[config.mk]
export PLATFORM = sky130hd
export DESIGN_NAME = wdg_win_core_flat
export DESIGN_NICKNAME = d
export VERILOG_FILES = /design/src/rtl/wdg_win_core_if.sv /design/src/rtl/wdg_win_core.sv /design/src/flat_wrapper.sv
export SDC_FILE = /design/constraint.sdc
export NUM_CORES = 1
export LEC_CHECK = 0
export BUFFER_PORTS_ARGS = -buffer_cell sky130_fd_sc_hd__buf_2
export CAP_MARGIN = 5
export CORE_MARGIN = 4
export CORE_UTILIZATION = 64
export CTS_BUF_LIST = sky130_fd_sc_hd__clkbuf_8
export CTS_CLUSTER_DIAMETER = 40
export CTS_CLUSTER_SIZE = 25
export DETAILED_ROUTE_END_ITERATION = 8
export GPL_ROUTABILITY_DRIVEN = 0
export PLACE_DENSITY = 0.88
export SYNTH_ARGS = -nofsm -noshare
export SYNTH_HDL_FRONTEND = slang
export SYNTH_SLANG_ARGS = --single-unit
export TNS_END_PERCENT = 20
[constraint.sdc]
create_clock -name clk_i -period 12.3 [get_ports clk_i]
set_clock_uncertainty 0.1 [all_clocks]
set_input_delay 1.845 -clock clk_i [delete_from_list [all_inputs] [get_ports clk_i]]
set_output_delay 1.845 -clock clk_i [all_outputs]
set_load 0.02 [all_outputs]
[src/rtl/wdg_win_core_if.sv]
// Register-file side of the windowed watchdog: config/key/clear strobes in,
// counter, flags and reset request out.
interface wdg_win_core_if #(
  parameter int unsigned CNT_WIDTH  = 32,
  parameter int unsigned PSCR_WIDTH = 20
);
  logic                  cfg_we_i;
  logic                  cfg_en_i;
  logic [PSCR_WIDTH-1:0] cfg_pscr_i;
  logic [CNT_WIDTH-1:0]  cfg_cmp_i;
  logic [CNT_WIDTH-1:0]  cfg_win_i;
  logic [CNT_WIDTH-1:0]  cfg_ew_i;
  logic                  key_we_i;
  logic [31:0]           key_i;
  logic [2:0]            flag_clr_i;
  logic [CNT_WIDTH-1:0]  cnt_o;
  logic                  ovif_o;
  logic                  ewif_o;
  logic                  werr_o;
  logic                  irq_o;
  logic                  locked_o;
  logic                  rst_o;
  logic [1:0]            state_o;

  modport master (
    output cfg_we_i, cfg_en_i, cfg_pscr_i, cfg_cmp_i, cfg_win_i, cfg_ew_i,
           key_we_i, key_i, flag_clr_i,
    input  cnt_o, ovif_o, ewif_o, werr_o, irq_o, locked_o, rst_o, state_o
  );

  modport slave (
    input  cfg_we_i, cfg_en_i, cfg_pscr_i, cfg_cmp_i, cfg_win_i, cfg_ew_i,
           key_we_i, key_i, flag_clr_i,
    output cnt_o, ovif_o, ewif_o, werr_o, irq_o, locked_o, rst_o, state_o
  );
endinterface

[src/rtl/wdg_win_core.sv]
// Windowed watchdog: prescaled counter with refresh window, early warning,
// key-protected configuration lock and a stretched reset pulse.
module wdg_win_core #(
  parameter int unsigned CNT_WIDTH  = 32,
  parameter int unsigned PSCR_WIDTH = 20,
  parameter logic [31:0] FEED_KEY   = 32'h5A5A_A5A5,
  parameter logic [31:0] UNLOCK_KEY = 32'h1ACC_E551,
  parameter int unsigned RST_LEN    = 16,
  parameter bit          STRICT_KEY = 1'b1
) (
  input  logic           clk_i,
  input  logic           rst_i,
  wdg_win_core_if.slave  bus
);

  localparam int unsigned PLEN_W = (RST_LEN > 1) ? $clog2(RST_LEN) : 1;
  localparam logic [PLEN_W-1:0]     PLEN_LAST = PLEN_W'(RST_LEN - 1);
  localparam logic [CNT_WIDTH-1:0]  CNT_MAX   = '1;
  localparam logic [PSCR_WIDTH-1:0] PSCR_RST  = PSCR_WIDTH'(2);

  typedef enum logic [1:0] {
    IDLE = 2'd0,
    RUN  = 2'd1,
    RST  = 2'd2
  } state_t;

  state_t                state_q, state_d;
  logic                  en_q, en_d;
  logic [PSCR_WIDTH-1:0] pscr_q, pscr_d;
  logic [PSCR_WIDTH-1:0] pscr_act_q, pscr_act_d;
  logic [CNT_WIDTH-1:0]  cmp_q, cmp_d;
  logic [CNT_WIDTH-1:0]  win_q, win_d;
  logic [CNT_WIDTH-1:0]  ew_q, ew_d;
  logic [PSCR_WIDTH-1:0] psc_q, psc_d;
  logic [CNT_WIDTH-1:0]  cnt_q, cnt_d;
  logic                  ovif_q, ovif_d;
  logic                  ewif_q, ewif_d;
  logic                  werr_q, werr_d;
  logic                  unlock_q, unlock_d;
  logic                  locked_q, locked_d;
  logic                  rst_q, rst_d;
  logic [PLEN_W-1:0]     pcnt_q, pcnt_d;

  logic                  ov_set, ew_set, werr_set;
  logic [PSCR_WIDTH-1:0] psc_last;
  logic                  tick, timeout, ew_hit;
  logic                  key_feed, key_unl, key_bad, win_ok, cfg_acc;

  // Divider below 2 is treated as 2; the active divider only changes on a wrap.
  assign psc_last = (pscr_act_q < PSCR_RST) ? PSCR_WIDTH'(1) : pscr_act_q - PSCR_WIDTH'(1);
  assign tick     = (state_q == RUN) && (psc_q == psc_last);
  assign timeout  = tick && ((cmp_q == '0) || (cnt_q == cmp_q - CNT_WIDTH'(1)));
  assign ew_hit   = tick && (ew_q != '0) && (cnt_q == ew_q - CNT_WIDTH'(1));

  assign key_feed = bus.key_we_i && (bus.key_i == FEED_KEY);
  assign key_unl  = bus.key_we_i && (bus.key_i == UNLOCK_KEY) && !key_feed;
  assign key_bad  = bus.key_we_i && STRICT_KEY && (bus.key_i != FEED_KEY)
                    && (bus.key_i != UNLOCK_KEY);
  assign win_ok   = (cnt_q >= win_q);
  assign cfg_acc  = bus.cfg_we_i && ((state_q == IDLE) || ((state_q == RUN) && unlock_q));

  always_ff @(posedge clk_i) begin
    if (rst_i) begin
      state_q    <= IDLE;
      en_q       <= 1'b0;
      pscr_q     <= PSCR_RST;
      pscr_act_q <= PSCR_RST;
      cmp_q      <= '0;
      win_q      <= '0;
      ew_q       <= '0;
      psc_q      <= '0;
      cnt_q      <= '0;
      ovif_q     <= 1'b0;
      ewif_q     <= 1'b0;
      werr_q     <= 1'b0;
      unlock_q   <= 1'b0;
      locked_q   <= 1'b0;
      rst_q      <= 1'b0;
      pcnt_q     <= '0;
    end else begin
      state_q    <= state_d;
      en_q       <= en_d;
      pscr_q     <= pscr_d;
      pscr_act_q <= pscr_act_d;
      cmp_q      <= cmp_d;
      win_q      <= win_d;
      ew_q       <= ew_d;
      psc_q      <= psc_d;
      cnt_q      <= cnt_d;
      ovif_q     <= ovif_d;
      ewif_q     <= ewif_d;
      werr_q     <= werr_d;
      unlock_q   <= unlock_d;
      locked_q   <= locked_d;
      rst_q      <= rst_d;
      pcnt_q     <= pcnt_d;
    end
  end

  always_comb begin
    state_d    = state_q;
    en_d       = en_q;
    pscr_d     = pscr_q;
    pscr_act_d = pscr_act_q;
    cmp_d      = cmp_q;
    win_d      = win_q;
    ew_d       = ew_q;
    psc_d      = psc_q;
    cnt_d      = cnt_q;
    unlock_d   = unlock_q;
    pcnt_d     = pcnt_q;
    ov_set     = 1'b0;
    ew_set     = 1'b0;
    werr_set   = 1'b0;

    if (cfg_acc) begin
      en_d     = bus.cfg_en_i;
      pscr_d   = bus.cfg_pscr_i;
      cmp_d    = bus.cfg_cmp_i;
      win_d    = bus.cfg_win_i;
      ew_d     = bus.cfg_ew_i;
      unlock_d = 1'b0;
    end

    unique case (state_q)
      IDLE: begin
        cnt_d      = '0;
        psc_d      = '0;
        pscr_act_d = pscr_q;
        if (en_q) state_d = RUN;
      end
      RUN: begin
        if (!en_q) begin
          state_d  = IDLE;
          cnt_d    = '0;
          psc_d    = '0;
          unlock_d = 1'b0;
        end else begin
          psc_d = tick ? '0 : psc_q + PSCR_WIDTH'(1);
          if (tick) pscr_act_d = pscr_q;
          if (tick && (cnt_q != CNT_MAX)) cnt_d = cnt_q + CNT_WIDTH'(1);
          // A valid feed supersedes everything the tick would have done.
          if (key_feed && win_ok) begin
            cnt_d    = '0;
            psc_d    = '0;
            unlock_d = 1'b0;
          end else begin
            ew_set   = ew_hit;
            ov_set   = timeout;
            werr_set = (key_feed && !win_ok) || key_bad;
            if (key_unl) unlock_d = 1'b1;
            if (ov_set || werr_set) begin
              state_d  = RST;
              cnt_d    = '0;
              psc_d    = '0;
              unlock_d = 1'b0;
              pcnt_d   = '0;
            end
          end
        end
      end
      RST: begin
        cnt_d      = '0;
        psc_d      = '0;
        pscr_act_d = pscr_q;
        if (pcnt_q == PLEN_LAST) begin
          state_d = en_q ? RUN : IDLE;
          pcnt_d  = '0;
        end else begin
          pcnt_d = pcnt_q + PLEN_W'(1);
        end
      end
      default: begin
        state_d = IDLE;
        cnt_d   = '0;
        psc_d   = '0;
      end
    endcase

    // Set wins over a concurrent write-1-clear.
    ovif_d   = (ovif_q & ~bus.flag_clr_i[0]) | ov_set;
    ewif_d   = (ewif_q & ~bus.flag_clr_i[1]) | ew_set;
    werr_d   = (werr_q & ~bus.flag_clr_i[2]) | werr_set;
    rst_d    = (state_d == RST);
    locked_d = (state_d == RUN) && !unlock_d;
  end

  assign bus.cnt_o    = cnt_q;
  assign bus.ovif_o   = ovif_q;
  assign bus.ewif_o   = ewif_q;
  assign bus.werr_o   = werr_q;
  assign bus.irq_o    = ewif_q;
  assign bus.locked_o = locked_q;
  assign bus.rst_o    = rst_q;
  assign bus.state_o  = state_q;

endmodule

[src/flat_wrapper.sv]
// flat-port wrapper written by rule: the top's interface ports become plain ports
module wdg_win_core_flat 
#(
  parameter int unsigned CNT_WIDTH  = 32,
  parameter int unsigned PSCR_WIDTH = 20,
  parameter logic [31:0] FEED_KEY   = 32'h5A5A_A5A5,
  parameter logic [31:0] UNLOCK_KEY = 32'h1ACC_E551,
  parameter int unsigned RST_LEN    = 16,
  parameter bit          STRICT_KEY = 1'b1
)
  (clk_i, rst_i, bus_cfg_we_i, bus_cfg_en_i, bus_cfg_pscr_i, bus_cfg_cmp_i, bus_cfg_win_i, bus_cfg_ew_i, bus_key_we_i, bus_key_i, bus_flag_clr_i, bus_cnt_o, bus_ovif_o, bus_ewif_o, bus_werr_o, bus_irq_o, bus_locked_o, bus_rst_o, bus_state_o);
  wdg_win_core_if #(.CNT_WIDTH(CNT_WIDTH), .PSCR_WIDTH(PSCR_WIDTH)) bus_i ();
  input  logic clk_i;
  input  logic rst_i;
  input wire logic [$bits(bus_i.cfg_we_i)-1:0] bus_cfg_we_i;
  input wire logic [$bits(bus_i.cfg_en_i)-1:0] bus_cfg_en_i;
  input wire logic [$bits(bus_i.cfg_pscr_i)-1:0] bus_cfg_pscr_i;
  input wire logic [$bits(bus_i.cfg_cmp_i)-1:0] bus_cfg_cmp_i;
  input wire logic [$bits(bus_i.cfg_win_i)-1:0] bus_cfg_win_i;
  input wire logic [$bits(bus_i.cfg_ew_i)-1:0] bus_cfg_ew_i;
  input wire logic [$bits(bus_i.key_we_i)-1:0] bus_key_we_i;
  input wire logic [$bits(bus_i.key_i)-1:0] bus_key_i;
  input wire logic [$bits(bus_i.flag_clr_i)-1:0] bus_flag_clr_i;
  output wire logic [$bits(bus_i.cnt_o)-1:0] bus_cnt_o;
  output wire logic [$bits(bus_i.ovif_o)-1:0] bus_ovif_o;
  output wire logic [$bits(bus_i.ewif_o)-1:0] bus_ewif_o;
  output wire logic [$bits(bus_i.werr_o)-1:0] bus_werr_o;
  output wire logic [$bits(bus_i.irq_o)-1:0] bus_irq_o;
  output wire logic [$bits(bus_i.locked_o)-1:0] bus_locked_o;
  output wire logic [$bits(bus_i.rst_o)-1:0] bus_rst_o;
  output wire logic [$bits(bus_i.state_o)-1:0] bus_state_o;
  assign bus_i.cfg_we_i = bus_cfg_we_i;
  assign bus_i.cfg_en_i = bus_cfg_en_i;
  assign bus_i.cfg_pscr_i = bus_cfg_pscr_i;
  assign bus_i.cfg_cmp_i = bus_cfg_cmp_i;
  assign bus_i.cfg_win_i = bus_cfg_win_i;
  assign bus_i.cfg_ew_i = bus_cfg_ew_i;
  assign bus_i.key_we_i = bus_key_we_i;
  assign bus_i.key_i = bus_key_i;
  assign bus_i.flag_clr_i = bus_flag_clr_i;
  assign bus_cnt_o = bus_i.cnt_o;
  assign bus_ovif_o = bus_i.ovif_o;
  assign bus_ewif_o = bus_i.ewif_o;
  assign bus_werr_o = bus_i.werr_o;
  assign bus_irq_o = bus_i.irq_o;
  assign bus_locked_o = bus_i.locked_o;
  assign bus_rst_o = bus_i.rst_o;
  assign bus_state_o = bus_i.state_o;
  wdg_win_core #(.CNT_WIDTH(CNT_WIDTH), .PSCR_WIDTH(PSCR_WIDTH), .FEED_KEY(FEED_KEY), .UNLOCK_KEY(UNLOCK_KEY), .RST_LEN(RST_LEN), .STRICT_KEY(STRICT_KEY)) u_core (.clk_i(clk_i), .rst_i(rst_i), .bus(bus_i));
endmodule
==> flow_summary.yaml, run 1 <==
synth:
  synthTopCellsByArea: "dfxtp_1 (34%), nand2_1 (9.8%), a21oi_1 (6.6%)"
  yosys_register_bits: 201
  synth.most_common_cell: "nand2_1"
  synth_edf_count: 0
  post_synth_xor_xnor_area: 0.0923
  async_reset_ff_frac: 0
  post-synth-top-area-cell: "dfxtp_1"
  synthesis.area_per_instance_um2: 7.56
  count_of_distinct_cell_types_in_the_synthesized_netlist: 79
  ys_dominant_reg_cell: "dfxtp_1"
  syn_nets: 1783
  synth_sequential_area_ratio: 0.335
  synthesis.area_um2: 12000
  synthesis.yosys.warnings: 0
  synth_commonest_cells: "nand2_1 (314), dfxtp_1 (201), a21oi_1 (159), nor2_1 (100), clkbuf_1 (87)"
  synth_compound_area_frac: 0.164
  synthDominantCellAreaShare: 0.335
  post_synth_fa_ha_maj_area_fraction: 0.0406
  synthesis.instances: 1588
  fraction_of_the_mapped_netlist_area_in_simple_logic_gates: 0.294
  yosys-mux-area-fraction: 0.0200
  combinational_family_with_the_most_area_after_synthesis: "simple AND/OR/NAND/NOR gates"
final_layout:
  design.final.nets: 1906
  drive_above_1_share: 0.155
  n_antenna_cell: 0
  final_design_utilization: 0.743
  synthToLayoutAreaGrowth_pct: 12.7
  fin_area_um2: 13500
die:
  floorplan.initialDensity: 0.659
  core_area_um2: 18200
  row_count: 49
  die_h_um: 145
  die_x_um: 145
  design.die.area_um2: 21000
  num_io_pins: 196
clock_network:
  cts.path.max_buffers: 3
  post_cts_buffers: 0
  clk_slew_on_worst_s_h_paths_ns: 0.08
  cts_inserted_buffers: 27
  ctsRootBufferMaster: "clkbuf_8"
  hold_buffers: 0
  h_tree_levels: 1
  numClockSinks: 201
  clk-insertion-delay-late_ns: 0.56
  tritoncts: "done"
  total_of_cells_resized_after_clock_tree_synthesis: 0
sta:
  max_clock_freq_mhz: 215
  max_slew_margin: 0.178
  min_period_over_period: 0.378
  setup_repair_after_global_routing_missed_its_margin: "false"
  finalMaxSlewViolations: 0
  timing.final.crit_period_ns: 4.65
  finalHoldViolations: 0
  report.final.setup_viol: 0
  transition_time_at_the_pin_with_the_least_slew_margin_ns: 1.23
  fin_hold_ws_ns: 0.355
  timing.setup.tns_ns: 0
setup_path:
  critical_path.reg2reg.startpoint: "u_core.cmp_q[0]"
  reg2reg_setup_slack_ns: 7.65
  worst_ep_arrival_time_ns: 4.94
  worstSetupStartpoint: "u_core.cmp_q[0]"
  timing.critical_path.to: "u_core.bus.cnt_o[17]"
  worstPathRequired_ns: 12.60
  cp_max_fo: 52
  r2r-end: "u_core.bus.cnt_o[17]"
  endpoint_kind: "flop"
  crit_path_start_kind: "flop"
  reg2reg_depth: 12
  timing.setup.critical_path_class: "reg2reg"
power_and_ir_drop:
  power_frac_clock: 0.378
  pwr-share-comb: 0.161
  internal-power_w: 0.00110
  switching_share: 0.287
  power.density_nw_per_um2: 114
  power.ir.vdd_worst_mv: 0.107
  power.leakage_nw: 5.58
  power_switching_w: 0.000442
  seq_power_share: 0.461
routing:
  routed_wirelength_um: 34800
  post_drt_antenna_nets: 0
  vias: 12400
  via_density_per_instance: 6.34
  dr.pass1.iters: 6
  avgRoutedWirePerCell_um: 17.8
  detail_route.drc_violations: 0
  detail_route.iter0.violations: 1331
min_path:
  worstHoldStart: "u_core.win_q[27]"
  min-delay-path-class: "reg2reg"
global_route:
  first_global_vias: 11600
  track_usage: 0.314
  globalRoute.totalOverflow: 0
  grt_antenna_before_repair: 0
  grt_first_pass_wirelength_um: 56600
  pin_count_of_the_biggest_net_entering_global_routing: 118
place:
  io_buffer_count: 195
  hpwl_dp_um: 24700
  post_dp_cell_area_um2: 12900
outcome:
  run_status: "finished, final reports clean"
run:
  count_of_maximum_capacitance_violations: 0
[worst max-delay path: stages, from the launching register on]
cell and delay [ns]:
dfxtp_1 0.37, inv_1 0.08, ha_1 0.33, nor4b_2 0.66
and3_1 0.29, nor4b_1 0.26, a31oi_1 0.10, or4_1 0.51
or4_1 0.46, a2111o_1 0.54, nand4b_1 0.17, buf_4 0.49
a21oi_1 0.10
[worst min-delay path by stage]
stage | endpoint | cells past startpoint
after global placement | u_core.win_q[3] | 2
after detailed placement | u_core.win_q[11] | 2
after floorplan | u_core.pscr_q[0] | 2
after global routing | u_core.win_q[29] | 2
after CTS | u_core.win_q[28] | 2
final | u_core.win_q[27] | 2
[logic make-up after synthesis]
| family | count (synthesis) |
|---|---|
| simple gates | 719 |
| compound gates | 320 |
| flops | 201 |
| buf+inv | 160 |
| xor+xnor | 125 |
| fa+ha+maj | 39 |
| mux | 24 |
[sequential cells by signal, summed over array words and instances (netlist names)]
signal	cells
u_core.pcnt_q	4
u_core.pscr_act_q	20
u_core.bus.ewif_o	1
u_core.cmp_q	32
u_core.psc_q	20
u_core.bus.werr_o	1
u_core.bus.locked_o	1
u_core.bus.state_o	2
u_core.bus.ovif_o	1
u_core.win_q	32
u_core.pscr_q	20
u_core.en_q	1
u_core.bus.cnt_o	32
u_core.bus.rst_o	1
u_core.unlock_q	1
u_core.ew_q	32
[layout by cell type, fill, tap and decap left out, types with 8 or more instances in the layout]
| master | synthesis | routed |
|---|---|---|
| a311oi_1 | 8 | 8 |
| nor4_1 | 30 | 30 |
| nand4_1 | 22 | 22 |
| xor2_1 | 50 | 50 |
| nand2_1 | 314 | 314 |
| nand3_1 | 58 | 58 |
| ha_1 | 39 | 39 |
| or4_1 | 30 | 30 |
| and3_1 | 18 | 18 |
| nor3_1 | 38 | 38 |
| mux2i_1 | 24 | 24 |
| clkbuf_8 | 0 | 30 |
| a21o_1 | 11 | 11 |
| xnor2_1 | 74 | 74 |
| nor2_1 | 100 | 100 |
| o31ai_1 | 21 | 20 |
| a21oi_1 | 159 | 159 |
| buf_2 | 11 | 194 |
| o21ai_0 | 36 | 36 |
| a31oi_1 | 11 | 11 |
| dfxtp_1 | 201 | 201 |
| or3_1 | 34 | 34 |
| inv_1 | 52 | 54 |
| buf_4 | 1 | 8 |
| nor2b_1 | 9 | 8 |
[power by group through the flow]
stage	Clock [W]	Sequential [W]	Combinational, W
2_1_floorplan	0	0.000710	0.000183
3_3_place_gp	0	0.000722	0.000234
3_5_place_dp	0	0.000724	0.000242
4_1_cts	0.000587	0.000709	0.000245
5_1_grt	0.000611	0.000714	0.000275
6_report	0.000582	0.000710	0.000247
[cell type report]
class / count / area [um2]
Timing Repair Buffer: 202 / 1030
Fill cell: 1399 / 4680
Sequential cell: 201 / 4020
Inverter: 52 / 195
Tap cell: 229 / 287
Multi-Input combinational cell: 1227 / 7370
Clock inverter: 16 / 208
Clock buffer: 30 / 413
[routing by layer]
metal | GRT usage | vias to the layer above | part of all wire
met5 | 0 | - | 0
met4 | 0.139 | 0 | 0.046
met3 | 0.0624 | 122 | 0.10
met2 | 0.518 | 708 | 0.45
met1 | 0.402 | 5735 | 0.40
li1 | - | 5838 | -
[per-stage QoR]
step | setup slack [ns] | std cells | power [W]
after floorplan | 8.41 | 1588 | 0.000893
after global placement | 7.84 | 1911 | 0.000956
after detailed placement | 7.81 | 1911 | 0.000966
after CTS | 7.78 | 1957 | 0.00154
after global routing | 7.35 | 1957 | 0.00160
final | 7.65 | 1957 | 0.00154
Power figures use the tool's default switching activity.
==> inputs of run 2 (changes only) <==
--- a/config.mk
+++ b/config.mk
@@ -5,16 +5,17 @@
 export SDC_FILE = /design/constraint.sdc
 export NUM_CORES = 1
 export LEC_CHECK = 0
+export ABC_AREA = 1
 export BUFFER_PORTS_ARGS = -buffer_cell sky130_fd_sc_hd__buf_2
 export CAP_MARGIN = 5
 export CORE_MARGIN = 4
-export CORE_UTILIZATION = 64
+export CORE_UTILIZATION = 54
 export CTS_BUF_LIST = sky130_fd_sc_hd__clkbuf_8
 export CTS_CLUSTER_DIAMETER = 40
 export CTS_CLUSTER_SIZE = 25
 export DETAILED_ROUTE_END_ITERATION = 8
 export GPL_ROUTABILITY_DRIVEN = 0
-export PLACE_DENSITY = 0.88
+export PLACE_DENSITY = 0.78
 export SYNTH_ARGS = -nofsm -noshare
 export SYNTH_HDL_FRONTEND = slang
 export SYNTH_SLANG_ARGS = --single-unit
==> constraint.sdc (replaced) <==
create_clock -name clk_i -period 3.75 [get_ports clk_i]
set_clock_uncertainty 0.1 [all_clocks]
set_input_delay 0.5625 -clock clk_i [delete_from_list [all_inputs] [get_ports clk_i]]
set_output_delay 0.5625 -clock clk_i [all_outputs]
set_load 0.02 [all_outputs]
==> run 2 against run 1 <==
- sequential power grew to 3.4 times the previous value
- maximum frequency increased by 35%
- first-iteration DRC count shrank 13%
- critical endpoint is now u_core.psc_q[7]
==> flow_summary.yaml, run 2 <==
clock_network:
  post_cts_buffers: 0
  clk_slew_on_worst_s_h_paths_ns: 0.08
  total_of_cells_resized_after_clock_tree_synthesis: 0
  cts_inserted_buffers: 35
  numClockSinks: 201
  clk-insertion-delay-late_ns: 0.56
  h_tree_levels: 2
  tritoncts: "done"
  cts.path.max_buffers: 3
  hold_buffers: 0
  ctsRootBufferMaster: "clkbuf_8"
global_route:
  pin_count_of_the_biggest_net_entering_global_routing: 85
  grt_first_pass_wirelength_um: 62500
  grt_antenna_before_repair: 1
  first_global_vias: 12800
  track_usage: 0.291
  globalRoute.totalOverflow: 0
final_layout:
  most_frequent_cells_in_the_layout: "nor2_1 (372), nand2_1 (340), inv_1 (223)"
  layout_commonest_cell: "nor2_1"
  design.final.nets: 2344
  area_of_the_multi_input_gates_um2: 7460
  fin_area_um2: 14700
  area.sequential_um2: 4020
  drive_above_1_share: 0.152
  num-fill-cells: 2128
  synthToLayoutAreaGrowth_pct: 16.1
sta:
  fin_hold_ws_ns: 0.102
  min_period_over_period: 0.915
  timing.final.crit_period_ns: 3.43
  finalHoldViolations: 0
  fin_ws_ns: 0.318
  max_slew_margin: 0.267
  timing.setup.tns_ns: 0
  finalMaxSlewViolations: 0
  setup_repair_after_global_routing_missed_its_margin: "false"
  transition_time_at_the_pin_with_the_least_slew_margin_ns: 1.10
  report.final.setup_viol: 0
  max_clock_freq_mhz: 291
place:
  post_dp_cell_area_um2: 13900
  io_buffer_count: 195
  dpl_worst_slack_ns: 0.415
  hpwl_dp_um: 30100
setup_path:
  worst_ep_arrival_time_ns: 3.80
  worstPathRequired_ns: 4.12
  crit_path_start_kind: "flop"
  endpoint_kind: "flop"
  timing.setup.critical_path_class: "reg2reg"
  cp_max_fo: 20
synth:
  synthesis.yosys.warnings: 0
  synthDominantCellAreaShare: 0.317
  synthesis.area_um2: 12700
  async_reset_ff_frac: 0
  syn_nets: 2153
  synthesis.instances: 1958
  synthTopCellsByArea: "dfxtp_1 (32%), nor2_1 (11%), nand2_1 (10%)"
  synth.most_common_cell: "nor2_1"
  synth_edf_count: 0
  synthesis.area_per_instance_um2: 6.49
  synth_sequential_area_ratio: 0.317
  yosys_register_bits: 201
  ys_dominant_reg_cell: "dfxtp_1"
  post-synth-top-area-cell: "dfxtp_1"
  count_of_distinct_cell_types_in_the_synthesized_netlist: 40
  synth_commonest_cells: "nor2_1 (372), nand2_1 (340), inv_1 (224), dfxtp_1 (201), a21oi_1 (143)"
routing:
  detail_route.iter0.violations: 1153
  dr.pass1.iters: 6
  vias: 13500
  avgRoutedWirePerCell_um: 15.8
  detail_route.drc_violations: 0
  post_drt_antenna_nets: 0
  routed_wirelength_um: 39300
  via_density_per_instance: 5.43
die:
  design.die.area_um2: 26000
  die_h_um: 161
  num_io_pins: 196
  core_area_um2: 22900
  floorplan.initialDensity: 0.554
  row_count: 55
  die_x_um: 161
power_and_ir_drop:
  fin_total_pwr_w: 0.00572
  power.ir.vdd_worst_mv: 0.299
  power.density_nw_per_um2: 388
  power.leakage_nw: 6.77
outcome:
  run_status: "finished, final reports clean"
min_path:
  min-delay-path-class: "in2reg"
run:
  count_of_maximum_capacitance_violations: 0
## run 2: cell types whose count changed after synthesis, moves of 28 or more
cell,change
o21ai_0,+98
clkbuf_1,-37
nand4_1,+28
or3_1,-34
nor2_1,+272
xor2_1,+57
inv_1,+172
nand3_1,+61
xnor2_1,-44
or4_1,-30
## run 2: path summary, 6_finish.rpt
check	start	end	slack [ns]	depth (start not counted)
setup / recovery	u_core.bus.cnt_o[23]	u_core.psc_q[7]	0.32	13
hold / removal	bus_cfg_pscr_i[1]	u_core.pscr_q[1]	0.10	3
setup reg to reg	u_core.bus.cnt_o[23]	u_core.psc_q[7]	0.32	13
hold reg to reg	u_core.win_q[12]	u_core.win_q[12]	0.35	2
## run 2: layout make-up
| class | count | area share |
|---|---|---|
| Timing Repair Buffer | 226 | 0.0820 |
| Inverter | 228 | 0.0580 |
| Clock inverter | 26 | 0.0189 |
| Clock buffer | 38 | 0.0355 |
| Tap cell | 313 | 0.0266 |
| Sequential cell | 201 | 0.273 |
| Multi-Input combinational cell | 1457 | 0.506 |
| Antenna cell | 1 | 0.000170 |
## run 2: power breakdown
group | switching [W] | internal, W | total, W
combinational | 0.000644 | 0.000384 | 0.00103
sequential | 0.000117 | 0.00226 | 0.00238
clock | 0.00109 | 0.00122 | 0.00231
total | 0.00185 | 0.00386 | 0.00572
## run 2: cell families (layout without fill, tap and decap cells)
group,after synthesis,after routing,share of synthesized area
adder cells (fa/ha/maj),39,39,0.0384
other,0,1,0
XOR/XNOR,137,137,0.0945
AND/OR/NAND/NOR,993,993,0.339
AO/OA/AOI/OAI,288,288,0.116
flip-flops,201,201,0.317
buffers and inverters,300,518,0.0957
## run 2: metrics by stage
step / utilization / cells
4_1_cts: 0.643 / 2489
5_1_grt: 0.644 / 2490
6_report: 0.644 / 2490
3_3_place_gp: 0.608 / 2425
2_1_floorplan: - / 1958
3_5_place_dp: 0.608 / 2425
## run 2: routing by layer
| layer | vias to the layer above | GRT usage | share of wire |
|---|---|---|---|
| met2 | 611 | 0.484 | 0.46 |
| li1 | 6706 | - | - |
| met3 | 134 | 0.0589 | 0.096 |
| met4 | 0 | 0.113 | 0.039 |
| met5 | - | 0 | 0 |
| met1 | 6070 | 0.372 | 0.41 |
## run 2: worst max-delay path, cell delays in order (launching register included)
cell	delay, ns
dfxtp_1	0.62
ha_1	0.24
nand2_1	0.09
nor2_1	0.15
nand4_1	0.09
nor4_1	0.51
nand4_1	0.17
nand3_1	0.27
o21ai_0	0.17
inv_1	0.14
nand2_4	0.08
nor2_4	0.12
nand3_2	0.33
a21oi_1	0.26
==> inputs of run 3 (changes only) <==
--- a/config.mk
+++ b/config.mk
@@ -5,11 +5,9 @@
 export SDC_FILE = /design/constraint.sdc
 export NUM_CORES = 1
 export LEC_CHECK = 0
-export ABC_AREA = 1
 export BUFFER_PORTS_ARGS = -buffer_cell sky130_fd_sc_hd__buf_2
 export CAP_MARGIN = 5
-export CORE_MARGIN = 4
-export CORE_UTILIZATION = 54
+export CORE_UTILIZATION = 53
 export CTS_BUF_LIST = sky130_fd_sc_hd__clkbuf_8
 export CTS_CLUSTER_DIAMETER = 40
 export CTS_CLUSTER_SIZE = 25
@@ -19,4 +17,3 @@
 export SYNTH_ARGS = -nofsm -noshare
 export SYNTH_HDL_FRONTEND = slang
 export SYNTH_SLANG_ARGS = --single-unit
-export TNS_END_PERCENT = 20
==> run 3 against run 2 <==
- the run now ends with design-rule violations, negative setup slack left
- clock power fell by 3%
- flip-flop and latch count stayed put
- sequential share of layout area shrank 0.85 points
- cell count is 13% lower
- critical path depth shrank 1
- global-route usage is 2.4 points higher
- non-clock buffer count rose by 122
- hold slack hardly changed
- first-iteration DRC count shrank 8.2%
- utilization rose by 4.8 points
==> flow_summary.yaml, run 3 (synthesis results as in run 1) <==
sta:
  fin_ws_ns: -0.249
  finalMaxSlewViolations: 0
  min_period_over_period: 1.07
  max_slew_margin: 0.457
  max_clock_freq_mhz: 250
  finalHoldViolations: 0
  fin_hold_ws_ns: 0.102
  setup_repair_after_global_routing_missed_its_margin: "true"
  transition_time_at_the_pin_with_the_least_slew_margin_ns: 0.812
  timing.final.crit_period_ns: 4.00
  report.final.setup_viol: 59
die:
  design.die.area_um2: 23300
  core_area_um2: 22000
  floorplan.initialDensity: 0.545
  die_x_um: 153
  row_count: 54
  num_io_pins: 196
  die_h_um: 153
final_layout:
  num-fill-cells: 1797
  synthToLayoutAreaGrowth_pct: 26.9
  area.sequential_um2: 4030
  final_design_utilization: 0.692
  drive_above_1_share: 0.249
  area_of_the_multi_input_gates_um2: 7610
  n_antenna_cell: 0
  post_layout_nonfiller_instances: 2165
  fin_area_um2: 15200
  design.final.nets: 2056
  most_frequent_cells_in_the_layout: "nand2_1 (314), dfxtp_1 (197), buf_2 (194)"
  layout_commonest_cell: "nand2_1"
place:
  place_inst: 2094
  io_buffer_count: 195
  post_dp_cell_area_um2: 14100
  hpwl_dp_um: 28300
clock_network:
  clk_slew_on_worst_s_h_paths_ns: 0.08
  cts_inserted_buffers: 31
  h_tree_levels: 1
  clk-insertion-delay-late_ns: 0.59
  cts.path.max_buffers: 3
  numClockSinks: 201
  tritoncts: "done"
  ctsRootBufferMaster: "clkbuf_8"
  hold_buffers: 0
setup_path:
  cp_max_fo: 6
  timing.setup.critical_path_class: "reg2reg"
  timing.critical_path.slowest_cell_delay_ns: 0.56
  reg2reg_depth: 12
  worst_ep_arrival_time_ns: 4.37
  path_cells: "or4_1 -> buf_4 -> or3_1 -> o31ai_1 -> o21ai_0 -> a2111o_1 -> or4_4 -> a2111o_1 -> nand4b_1 -> buf_6 -> clkbuf_16 -> a21oi_1"
  endpoint_kind: "flop"
  critical_path.slowest_cell: "or4_4"
  crit_path_start_kind: "flop"
  cp_common_cell: "a2111o_1"
  worstPathRequired_ns: 4.12
routing:
  dr.pass1.iters: 9
  via_density_per_instance: 6.01
  detail_route.iter0.violations: 1058
  vias: 13000
  post_drt_antenna_nets: 0
  avgRoutedWirePerCell_um: 18.0
  detail_route.drc_violations: 7
  routed_wirelength_um: 39000
global_route:
  track_usage: 0.315
  grt_antenna_before_repair: 0
  pin_count_of_the_biggest_net_entering_global_routing: 67
  first_global_vias: 12100
  globalRoute.totalOverflow: 0
  grt_first_pass_wirelength_um: 60100
min_path:
  min-delay-path-class: "in2reg"
  whs_path_depth: 3
outcome:
  run_status: "finished, violations left"
  failed_checks: "design-rule violations, negative setup slack"
power_and_ir_drop:
  power.ir.vdd_worst_mv: 0.311
  power.leakage_nw: 6.50
  power.density_nw_per_um2: 367
run:
  count_of_maximum_capacitance_violations: 0
## run 3: changes by cell type in the layout (fill, tap and decap cells not counted), sizes merged, moves of 24 or more
cell,previous run,this run
nor2,388,100
inv,236,62
buf,226,343
o21ai,134,39
nand3,123,58
xor2,107,50
xnor2,30,74
or3,0,34
nand2,345,314
nand4,53,22
or4,0,31
mux2i,0,24
## run 3: timing repair
action | CTS | global route
gates resized for setup | 9 | 40
buffers inserted | 3 | 5
endpoints found under the setup margin | 58 | 79
gates cloned | 0 | 6
pin swaps | 4 | 10
## run 3: power by group
part           switching, W  total, W  internal, W
clock               0.00104   0.00224      0.00121
sequential        0.0000846   0.00231      0.00222
combinational      0.000562   0.00105     0.000486
total               0.00168   0.00559      0.00391
## run 3: final cells by class
| type | instances | area share |
|---|---|---|
| multi-input combinational | 1227 | 0.499 |
| timing repair buffer | 348 | 0.150 |
| sequential | 201 | 0.264 |
| inverter | 52 | 0.0131 |
| clock buffer | 32 | 0.0289 |
| tap | 280 | 0.0230 |
| clock inverter | 25 | 0.0209 |
## run 3: worst max-delay path, delay by kind of cell (launching register included)
kind / cells / cell delay [ns]
AO/OA/AOI/OAI: 5 / 1.29
buffers and inverters: 3 / 0.53
AND/OR/NAND/NOR: 4 / 1.67
flip-flops: 1 / 0.31
## run 3: final timing paths
path         slack [ns]             endpoint              start
max reg2reg       -0.25  u_core.bus.cnt_o[8]   u_core.cmp_q[21]
min                0.10     u_core.cmp_q[10]  bus_cfg_cmp_i[10]
max               -0.25  u_core.bus.cnt_o[8]   u_core.cmp_q[21]
min reg2reg        0.36      u_core.win_q[6]    u_core.win_q[6]
## run 3: stage by stage
stage	total power, W	setup WS [ns]	TNS [ns]
after floorplan	0.00294	-0.0152	-0.369
after global placement	0.00329	-0.0624	-2.69
after detailed placement	0.00332	-0.0973	-4.46
after CTS	0.00556	0.00925	0
after global routing	0.00581	-0.309	-15.26
final	0.00559	-0.249	-10.66
## run 3: per-layer routing
layer,up-vias,track usage,part of all wire
li1,6168,-,-
met1,6066,0.386,0.39
met2,626,0.537,0.47
met3,153,0.0410,0.082
met4,0,0.173,0.059
met5,-,0,0
